[config.mk]
export PLATFORM = sky130hd
export DESIGN_NAME = sim_uart_mux_flat
export DESIGN_NICKNAME = d
export VERILOG_FILES = /design/src/rtl/sim_uart_mux_if.sv /design/src/rtl/sim_uart_mux.sv /design/src/flat_wrapper.sv
export SDC_FILE = /design/constraint.sdc
export NUM_CORES = 2
export LEC_CHECK = 0
export BUFFER_PORTS_ARGS = -buffer_cell sky130_fd_sc_hd__buf_2
export CAP_MARGIN = 30
export CORE_ASPECT_RATIO = 0.7
export CORE_MARGIN = 10
export CORE_UTILIZATION = 57
export CTS_CLUSTER_SIZE = 24
export DETAILED_ROUTE_END_ITERATION = 16
export PLACE_DENSITY_LB_ADDON = 0.25
export RECOVER_POWER = 100
export SLEW_MARGIN = 20
export SYNTH_ARGS = -nofsm -noshare
export SYNTH_HDL_FRONTEND = slang
export SYNTH_SLANG_ARGS = --single-unit
[constraint.sdc]
create_clock -name clock -period 4.1 [get_ports clock]
set_clock_uncertainty 0.05 [all_clocks]
set_input_delay 0.205 -clock clock [delete_from_list [all_inputs] [get_ports clock]]
set_output_delay 0.205 -clock clock [all_outputs]
set_load 0.1 [all_outputs]
[src/rtl/sim_uart_mux_if.sv]
// Console aggregator bundle: per-channel byte strobes in, one merged byte stream out.
// The mux itself connects through the slave modport; the byte sources and sink use master.
interface sim_uart_mux_if #(
    parameter int unsigned NUM_CH = 4,
    parameter int unsigned CHW    = (NUM_CH > 1) ? $clog2(NUM_CH) : 1
);
    logic [NUM_CH-1:0]   io_in_valid;
    logic [8*NUM_CH-1:0] io_in_ch;
    logic                io_out_valid;
    logic                io_out_ready;
    logic [7:0]          io_out_ch;
    logic [CHW-1:0]      io_out_chan;
    logic                io_out_last;
    logic [31:0]         io_drop_cnt;
    logic                io_busy;

    modport master (
        output io_in_valid, io_in_ch, io_out_ready,
        input  io_out_valid, io_out_ch, io_out_chan, io_out_last, io_drop_cnt, io_busy
    );

    modport slave (
        input  io_in_valid, io_in_ch, io_out_ready,
        output io_out_valid, io_out_ch, io_out_chan, io_out_last, io_drop_cnt, io_busy
    );
endinterface

[src/rtl/sim_uart_mux.sv]
// Multi-channel console aggregator: buffers each channel's bytes and emits whole lines
// (or forced flushes of partial lines) one channel at a time on a valid/ready stream.
module sim_uart_mux #(
    parameter int unsigned NUM_CH     = 4,
    parameter int unsigned DEPTH      = 64,
    parameter int unsigned IDLE_FLUSH = 1024
) (
    input logic           clock,
    input logic           reset,
    sim_uart_mux_if.slave bus
);
    localparam int unsigned CHW = (NUM_CH > 1) ? $clog2(NUM_CH) : 1;
    localparam int unsigned AW  = $clog2(DEPTH);
    localparam int unsigned IW  = (IDLE_FLUSH > 0) ? $clog2(IDLE_FLUSH + 1) : 1;

    localparam logic [7:0]    NL       = 8'h0A;
    localparam logic [AW:0]   CNT_FULL = (AW + 1)'(DEPTH);
    localparam logic [AW:0]   CNT_ONE  = (AW + 1)'(1);
    localparam logic [IW-1:0] IDLE_LIM = IW'(IDLE_FLUSH);

    typedef enum logic [0:0] {StIdle, StSend} state_e;

    // Per-channel FIFO storage and bookkeeping
    logic [7:0]    mem    [NUM_CH][DEPTH];
    logic [AW-1:0] wr_ptr [NUM_CH];
    logic [AW-1:0] rd_ptr [NUM_CH];
    logic [AW:0]   cnt    [NUM_CH];
    logic [AW:0]   nl     [NUM_CH];
    logic [IW-1:0] idle   [NUM_CH];

    // Arbiter state
    state_e         state;
    logic [CHW-1:0] gnt;
    logic [CHW-1:0] rr_ptr;
    logic           mode_nl;
    logic [AW:0]    len;
    logic [31:0]    drop_cnt;

    logic [7:0]        head [NUM_CH];
    logic [NUM_CH-1:0] full;
    logic [NUM_CH-1:0] push;
    logic [NUM_CH-1:0] pop;
    logic [NUM_CH-1:0] elig;
    logic [7:0]        gnt_head;
    logic              hs;
    logic              last;
    logic              any_elig;
    logic [CHW-1:0]    pick;
    logic [32:0]       drop_sum;

    assign hs       = (state == StSend) && bus.io_out_ready;
    assign gnt_head = head[gnt];
    // Forced flushes end on a byte count so bytes arriving mid-flush wait for a later grant
    assign last     = (state == StSend) && (mode_nl ? (gnt_head == NL) : (len == CNT_ONE));

    // Per-channel status: head byte, full, accepted push, pop and flush eligibility
    always_comb begin
        for (int i = 0; i < NUM_CH; i++) begin
            head[i] = mem[i][rd_ptr[i]];
            full[i] = (cnt[i] == CNT_FULL);
            push[i] = bus.io_in_valid[i] && !full[i];
            pop[i]  = hs && (gnt == CHW'(i));
            elig[i] = (nl[i] != '0) || full[i] ||
                      ((IDLE_FLUSH != 0) && (idle[i] >= IDLE_LIM) && (cnt[i] != '0));
        end
    end

    // Round-robin pick: first eligible channel strictly after the last one served
    always_comb begin
        int unsigned idx;
        idx      = 0;
        any_elig = 1'b0;
        pick     = '0;
        for (int unsigned k = 1; k <= NUM_CH; k++) begin
            idx = (int'(rr_ptr) + k) % NUM_CH;
            if (!any_elig && elig[idx]) begin
                any_elig = 1'b1;
                pick     = CHW'(idx);
            end
        end
    end

    // Saturating drop counter next value; at most NUM_CH drops per cycle
    always_comb begin
        drop_sum = {1'b0, drop_cnt};
        for (int i = 0; i < NUM_CH; i++) begin
            drop_sum = drop_sum + 33'(bus.io_in_valid[i] && full[i]);
        end
    end

    // FIFO data array; pointers alone define contents, so no reset needed here
    always_ff @(posedge clock) begin
        for (int i = 0; i < NUM_CH; i++) begin
            if (push[i]) begin
                mem[i][wr_ptr[i]] <= bus.io_in_ch[8*i +: 8];
            end
        end
    end

    // Per-channel pointers, occupancy, newline count and idle timer
    always_ff @(posedge clock) begin
        if (reset) begin
            for (int i = 0; i < NUM_CH; i++) begin
                wr_ptr[i] <= '0;
                rd_ptr[i] <= '0;
                cnt[i]    <= '0;
                nl[i]     <= '0;
                idle[i]   <= '0;
            end
        end else begin
            for (int i = 0; i < NUM_CH; i++) begin
                if (push[i]) begin
                    wr_ptr[i] <= wr_ptr[i] + 1'b1;
                end
                if (pop[i]) begin
                    rd_ptr[i] <= rd_ptr[i] + 1'b1;
                end
                cnt[i] <= cnt[i] + (AW + 1)'(push[i]) - (AW + 1)'(pop[i]);
                nl[i]  <= nl[i]
                          + (AW + 1)'(push[i] && (bus.io_in_ch[8*i +: 8] == NL))
                          - (AW + 1)'(pop[i] && (head[i] == NL));
                if (bus.io_in_valid[i]) begin
                    idle[i] <= '0;
                end else if (idle[i] < IDLE_LIM) begin
                    idle[i] <= idle[i] + 1'b1;
                end
            end
        end
    end

    // Arbiter FSM: grant a channel, stream one line or forced flush, then return to idle
    always_ff @(posedge clock) begin
        if (reset) begin
            state    <= StIdle;
            gnt      <= '0;
            rr_ptr   <= CHW'(NUM_CH - 1);
            mode_nl  <= 1'b0;
            len      <= '0;
            drop_cnt <= '0;
        end else begin
            drop_cnt <= drop_sum[32] ? 32'hFFFF_FFFF : drop_sum[31:0];
            case (state)
                StIdle: begin
                    if (any_elig) begin
                        gnt     <= pick;
                        rr_ptr  <= pick;
                        mode_nl <= (nl[pick] != '0);
                        len     <= cnt[pick];
                        state   <= StSend;
                    end
                end
                StSend: begin
                    if (hs) begin
                        if (!mode_nl) begin
                            len <= len - 1'b1;
                        end
                        if (last) begin
                            state <= StIdle;
                        end
                    end
                end
                default: state <= StIdle;
            endcase
        end
    end

    assign bus.io_out_valid = (state == StSend);
    assign bus.io_out_ch    = (state == StSend) ? gnt_head : 8'h00;
    assign bus.io_out_chan  = (state == StSend) ? gnt : '0;
    assign bus.io_out_last  = last;
    assign bus.io_drop_cnt  = drop_cnt;
    assign bus.io_busy      = (state == StSend);
endmodule

[src/flat_wrapper.sv]
// flat-port wrapper written by rule: the top's interface ports become plain ports
module sim_uart_mux_flat 
#(
    parameter int unsigned NUM_CH     = 4,
    parameter int unsigned DEPTH      = 64,
    parameter int unsigned IDLE_FLUSH = 1024
)
  (clock, reset, bus_io_in_valid, bus_io_in_ch, bus_io_out_ready, bus_io_out_valid, bus_io_out_ch, bus_io_out_chan, bus_io_out_last, bus_io_drop_cnt, bus_io_busy);
  sim_uart_mux_if #(.NUM_CH(NUM_CH)) bus_i ();
  input logic clock;
  input logic reset;
  input wire logic [$bits(bus_i.io_in_valid)-1:0] bus_io_in_valid;
  input wire logic [$bits(bus_i.io_in_ch)-1:0] bus_io_in_ch;
  input wire logic [$bits(bus_i.io_out_ready)-1:0] bus_io_out_ready;
  output wire logic [$bits(bus_i.io_out_valid)-1:0] bus_io_out_valid;
  output wire logic [$bits(bus_i.io_out_ch)-1:0] bus_io_out_ch;
  output wire logic [$bits(bus_i.io_out_chan)-1:0] bus_io_out_chan;
  output wire logic [$bits(bus_i.io_out_last)-1:0] bus_io_out_last;
  output wire logic [$bits(bus_i.io_drop_cnt)-1:0] bus_io_drop_cnt;
  output wire logic [$bits(bus_i.io_busy)-1:0] bus_io_busy;
  assign bus_i.io_in_valid = bus_io_in_valid;
  assign bus_i.io_in_ch = bus_io_in_ch;
  assign bus_i.io_out_ready = bus_io_out_ready;
  assign bus_io_out_valid = bus_i.io_out_valid;
  assign bus_io_out_ch = bus_i.io_out_ch;
  assign bus_io_out_chan = bus_i.io_out_chan;
  assign bus_io_out_last = bus_i.io_out_last;
  assign bus_io_drop_cnt = bus_i.io_drop_cnt;
  assign bus_io_busy = bus_i.io_busy;
  sim_uart_mux #(.NUM_CH(NUM_CH), .DEPTH(DEPTH), .IDLE_FLUSH(IDLE_FLUSH)) u_core (.clock(clock), .reset(reset), .bus(bus_i));
endmodule
* Yosys cells after proc, flatten, opt, wreduce, memory -nomap -nowiden
Memory sizes are Yosys's and may differ from the RTL's.
Cells that the tools add are included.
** Cells by class
- Muxes and demuxes :: 134
- Bitwise gates (word level) :: 34
- Order comparisons :: 25
- Reduce and logical (&&, ||, !) cells :: 60
- $add $sub $neg :: 37
- Equal/unequal tests :: 20
** Operators by type and width (number)
- $mux W512 :: 4
- $bmux W8 S6 :: 4
- $demux W8 S6 :: 4
- $mux W8 :: 15
- $add A33 B1 Y33 :: 3
- $mux W11 :: 8
- $mux W7 :: 11
- $eq A8 B4 Y1 const B :: 9
- $mux W1 :: 67
- $reduce_bool A7 Y1 :: 9
- $add A7 B1 Y7 :: 8
- $ge A7 B7 Y1 const B :: 8
- $not A6 Y7 :: 8
- $sub A7 B1 Y7 :: 8
- $add A6 B1 Y6 const B :: 8
- $mux W6 :: 8
- $add A11 B1 Y11 const B :: 4
- $ge A11 B11 Y1 const B :: 4
- $lt A11 B11 Y1 const B :: 4
- $add A32 B1 Y33 :: 1
- $logic_and A1 B1 Y1 :: 33
- $mux W32 :: 1
- $eq A7 B7 Y1 const B :: 4
- $lt A7 B1 Y1 const B :: 4
- 23 further kinds :: 73
** Storage, ports and cells
- Register bits after elaboration :: 45
- Memory bits (writable) :: 2196
- Output and inout bits :: 45
- Memories kept :: 6
- Input port bits :: 39
** Memories
- u_core.mem :: words 4, bits a word 512, read ports 4, clocked after memory_dff 0, wr ports 4, line sim_uart_mux.sv:24 : logic [7:0] mem [NUM_CH][DEPTH];
- u_core.idle :: words 4, bits a word 11, read ports 4, clocked after memory_dff 0, wr ports 4, line sim_uart_mux.sv:29 : logic [IW-1:0] idle [NUM_CH];
- u_core.cnt :: words 4, bits a word 7, read ports 5, clocked after memory_dff 0, wr ports 4, line sim_uart_mux.sv:27 : logic [AW:0] cnt [NUM_CH];
- u_core.nl :: words 4, bits a word 7, read ports 5, clocked after memory_dff 0, wr ports 4, line sim_uart_mux.sv:28 : logic [AW:0] nl [NUM_CH];
- u_core.rd_ptr :: words 4, bits a word 6, read ports 4, clocked after memory_dff 0, wr ports 4, line sim_uart_mux.sv:26 : logic [AW-1:0] rd_ptr [NUM_CH];
- u_core.wr_ptr :: words 4, bits a word 6, read ports 4, clocked after memory_dff 0, wr ports 4, line sim_uart_mux.sv:25 : logic [AW-1:0] wr_ptr [NUM_CH];

* Depth between registers and ports, before layout
An unclocked memory read counts as a cell.
- Depth after elaboration :: 18
- Gate-level depth with buffers :: 24
- Depth with buffers taken out :: 21

* Worst setup path before layout
OpenSTA, ideal clock, no wires.
- Path type :: reg2reg
- Start :: mem u_core.rd_ptr[0][18] in the netlist's numbering
- End :: mem u_core.nl[3][6] in the netlist's numbering
- Buffers on the path :: 4
- Arrival time :: 4.116 ns
- Path slack :: -0.198 ns
- Setup time :: 0.132 ns
- Cell stages (with the launch flop) :: 23
- Data required time :: 3.918 ns
- Cell sequence :: edfxtp_1 > buf_6 > buf_6 > buf_6 > buf_4 > mux2i_1 > o221ai_1 > a211o_1 > a32o_1 > or4b_2 > nor3_1 > ha_1 > inv_1 > ha_1 > inv_1 > fa_1 > inv_1 > a21oi_1 > o21bai_1 > a21oi_1 > nor2_1 > or3_1 > a21oi_1
** RTL lines (line)
- start: declaration :: sim_uart_mux.sv:26
- end: declaration :: sim_uart_mux.sv:28

==> summary.md <==
| Metric | Value |
|---|---|
| Status | finished with violations |
| Failing checks | capacitance limit, slew limit, setup timing |
| Post-DRT Antenna Nets | 0 |
| Hold Vio Cnt, Final | 0 |
| Flop pwr share | a little under 50% |
| Maximum clock path buffer count | 3 |
| Clock Sink Count | 2241 |
| Post-synth top area cell | edfxtp_1 |
| Setup ws final | -835 ps |
| Final WL | around 230000 um |
| Worst r2r path cells | 21 |
| Die W | 498 um |
| CP arrival | 4680 ps |
| Pint | 0.0396 W |
| Synthesized area | approximately 90000 um^2 |
| Register Area | 66300 um^2 |
| I/O Pins | 84 |
| HP Class | in2reg |
| Synth unique cells | 85 |
| Initial Util | 57.5% |
| FP Rows | ~120 |
| F_max | 203 MHz |
| FFs w/ async S/R, synth | 0% |
| Final Critical Period | roughly 4900 ps |
| Max-slew headroom | -119% |
| Leakage Power | 36.9 nW |
| Hpwl dp | 149000 um |
| Seq/Total Area, Yosys | 72.6% |
| First DRT Iteration DRCs | 7198 |
| Startpoint types | flip-flop |
| Final worst path period share | 120% |
| Layout cell share with drive strength beyond 1 | 31.4% |
| Synthesis-to-layout area growth | 19.9% |
| 1st-pass router iterations | 6 |
| # setup viols final | 29 |
| Nets | 6209 |
| NetSw | 0.0133 W |
| Seq cells post-synth | 2241 |
| Setup Crit Path Kind | reg2out |
| Worst EP required | around 3900 ps |
| Die Height | roughly 350 um |
| Max rail drop VDD | 0.444 mV |
| Vias in the first global route | slightly above 50000 |
| Crit end category | output port |
| Sw Share | 25.1% |
| Crit Path Max Fanout | 6 |
| Mapped Nets | 5230 |
| First-pass GRT wire length | 342000 um |
| Largest net degree at the start of global routing | 72 |
| Syn. warnings | 0 |
| TritonCTS clock tree | built |
| Total number of vias | 52600 |
| Filler cell count in the final layout | between 9000 and 10000 |
| Mapped Avg Cell Area | between 15 and 20 um^2 |
| Drt drc | 0 |
| Gr usage total | 25.7% |
| Commonest cells in the netlist | edfxtp_1, nor2_1, mux4_2 |
| Main area contributors after synthesis | edfxtp_1, mux4_2, mux2i_1 |
| Placed insts | 7827 |
| CTS HTree Levels | 4 |
| Area of the multi-input gates | 24700 um^2 |
| Worst-path clk slew | 70 ps |
| EDFF count, synth | 2140 |
| MaxCap Viol Count | 32 |
| Clock root cell | clkbuf_16 |
| GRT overflow | 0 |
| Share of the synthesized area in the top cell type | 70.4% |
| Skew-Pair Late Insertion Delay | 850 ps |
| Most used DFF post-synth | edfxtp_1 |
| Syn Inst Count | around 5000 |
| RSZ-0062 raised after global routing | yes |
| Routed WL per cell | 27.9 um |
| Power Dens Cells | 484 nW/um^2 |
| Initial antenna violation count | 5 |
| Die area | about 180000 um^2 |
| Placer Congestion | ~0.94 |
| Clock share of power | 35.7% |
| Most common cell in the netlist | edfxtp_1 |
| Core area | 159000 um^2 |
| Final TNS setup | -9780 ps |
| Combinational Power Share | 15.4% |
| DR vias/cell | between 6 and 7 |
| IO buf count | 83 |
| Total CTS buffers | 200 |
| Max-slew violation count | 2078 |
| Hold Path Depth | 3 |
| Measured slew at the worst slew-check pin | 3280 ps |
| Final non-filler cell total | between 8000 and 9000 |
==> critical path: stages (launching register included) <==
cell	delay, ps
edfxtp_1	390
buf_6	170
buf_12	140
buf_12	130
buf_6	120
mux4_2	520
mux2i_1	320
buf_4	220
o21ai_1	90
or3_4	430
buf_6	140
a31oi_4	150
a221o_1	190
nand2_2	80
o31ai_4	250
buf_4	160
and2_4	140
buf_12	160
==> cells by family after synthesis <==
kind of cell / Yosys count / share of synthesized area, %
muxes: 716 / 13.7
DFF: 2241 / 72.6
AOI/OAI and AO/OA: 529 / 3.98
buffers and inverters: 387 / 2.05
xor gates and xnor gates: 121 / 1.16
and+or+nand+nor: 993 / 5.02
adders and majority gates: 102 / 1.49
==> registers in the layout (all words and copies together) (netlist names) <==
name / cells
u_core.gnt: 2
u_core.cnt: 28
u_core.nl: 28
u_core.len: 7
u_core.mode_nl: 1
u_core.wr_ptr: 24
u_core.mem: 2048
u_core.bus.io_busy: 1
u_core.rr_ptr: 2
u_core.rd_ptr: 24
u_core.bus.io_drop_cnt: 32
u_core.idle: 44
==> stage by stage <==
step / setup WS, ps / cell area [um^2] / hold WS, ps / util (%) / power [W]
after floorplan: -5.56 / 91400 / 254 / - / 0.0304
after global placement: -1050 / 99700 / 421 / 62.8 / 0.0334
after detailed placement: -1110 / 99700 / 439 / 62.8 / 0.0336
after CTS: -676 / 108000 / 1.05 / 68.3 / 0.0527
after global routing: -899 / 109000 / 149 / 69.0 / 0.0546
final: -835 / 109000 / 111 / 69.0 / 0.0529
==> cell type report <==
type | instances | share of cell area [%]
flip-flops and latches | 2241 | 60.6
multi-input cells | 2461 | 22.6
repair buffers | 1035 | 8.02
clock buffers | 269 | 4.95
well taps | 2108 | 2.41
clock inverters | 106 | 1.00
inverters | 129 | 0.452
diodes | 1 | 0.00229
==> per-layer routing <==
metal  vias up  global-route usage, %  routed length [um]
li1      22200                      -                   -
met5         -                      0                  27
met1     26800                   39.4               98500
met3       437                   6.68               27100
met2      3058                   36.9              102000
met4         4                   6.48                5600
==> cells in the final DEF, fill, tap and decap left out, drive strengths merged, types with 75 or more instances in the layout <==
master | netlist | layout
nand3 | 94 | 94
nand2 | 148 | 148
mux4 | 419 | 419
ha | 91 | 91
edfxtp | 2140 | 2140
clkbuf | 107 | 327
nor2 | 482 | 482
a21oi | 123 | 123
clkinv | 3 | 75
mux2i | 281 | 281
inv | 126 | 136
buf | 151 | 961
dfxtp | 101 | 101
==> final timing paths <==
kind | to | slack, ps | startpoint
worst min-delay path | u_core.wr_ptr[2][0] | 110 | bus_io_in_valid[2]
worst max-delay path | bus_io_out_last | -840 | u_core.rd_ptr[0][6]
worst max register to register | u_core.nl[0][6] | -690 | u_core.rd_ptr[0][0]
worst min register to register | u_core.len[6] | 450 | u_core.len[6]
==> power by group through the flow <==
| stage | clock, W | sequential (W) | combinational, W |
|---|---|---|---|
| final | 0.0189 | 0.0259 | 0.00813 |
| after global routing | 0.0200 | 0.0260 | 0.00862 |
| after CTS | 0.0191 | 0.0259 | 0.00777 |
| after detailed placement | 0 | 0.0263 | 0.00724 |
| after global placement | 0 | 0.0263 | 0.00711 |
| after floorplan | 0 | 0.0263 | 0.00418 |
==> what timing repair did <==
| action | in CTS | in global routing |
|---|---|---|
| cloned | 7 | 4 |
| pin swaps | 86 | 101 |
| endpoints found under the hold margin | 278 | 0 |
| setup endpoints to repair | 66 | 61 |
| setup buffers | 75 | 73 |
| hold buffers | 15 | 0 |
| gates resized for setup | 259 | 190 |
(Power assumes the default switching activity.)
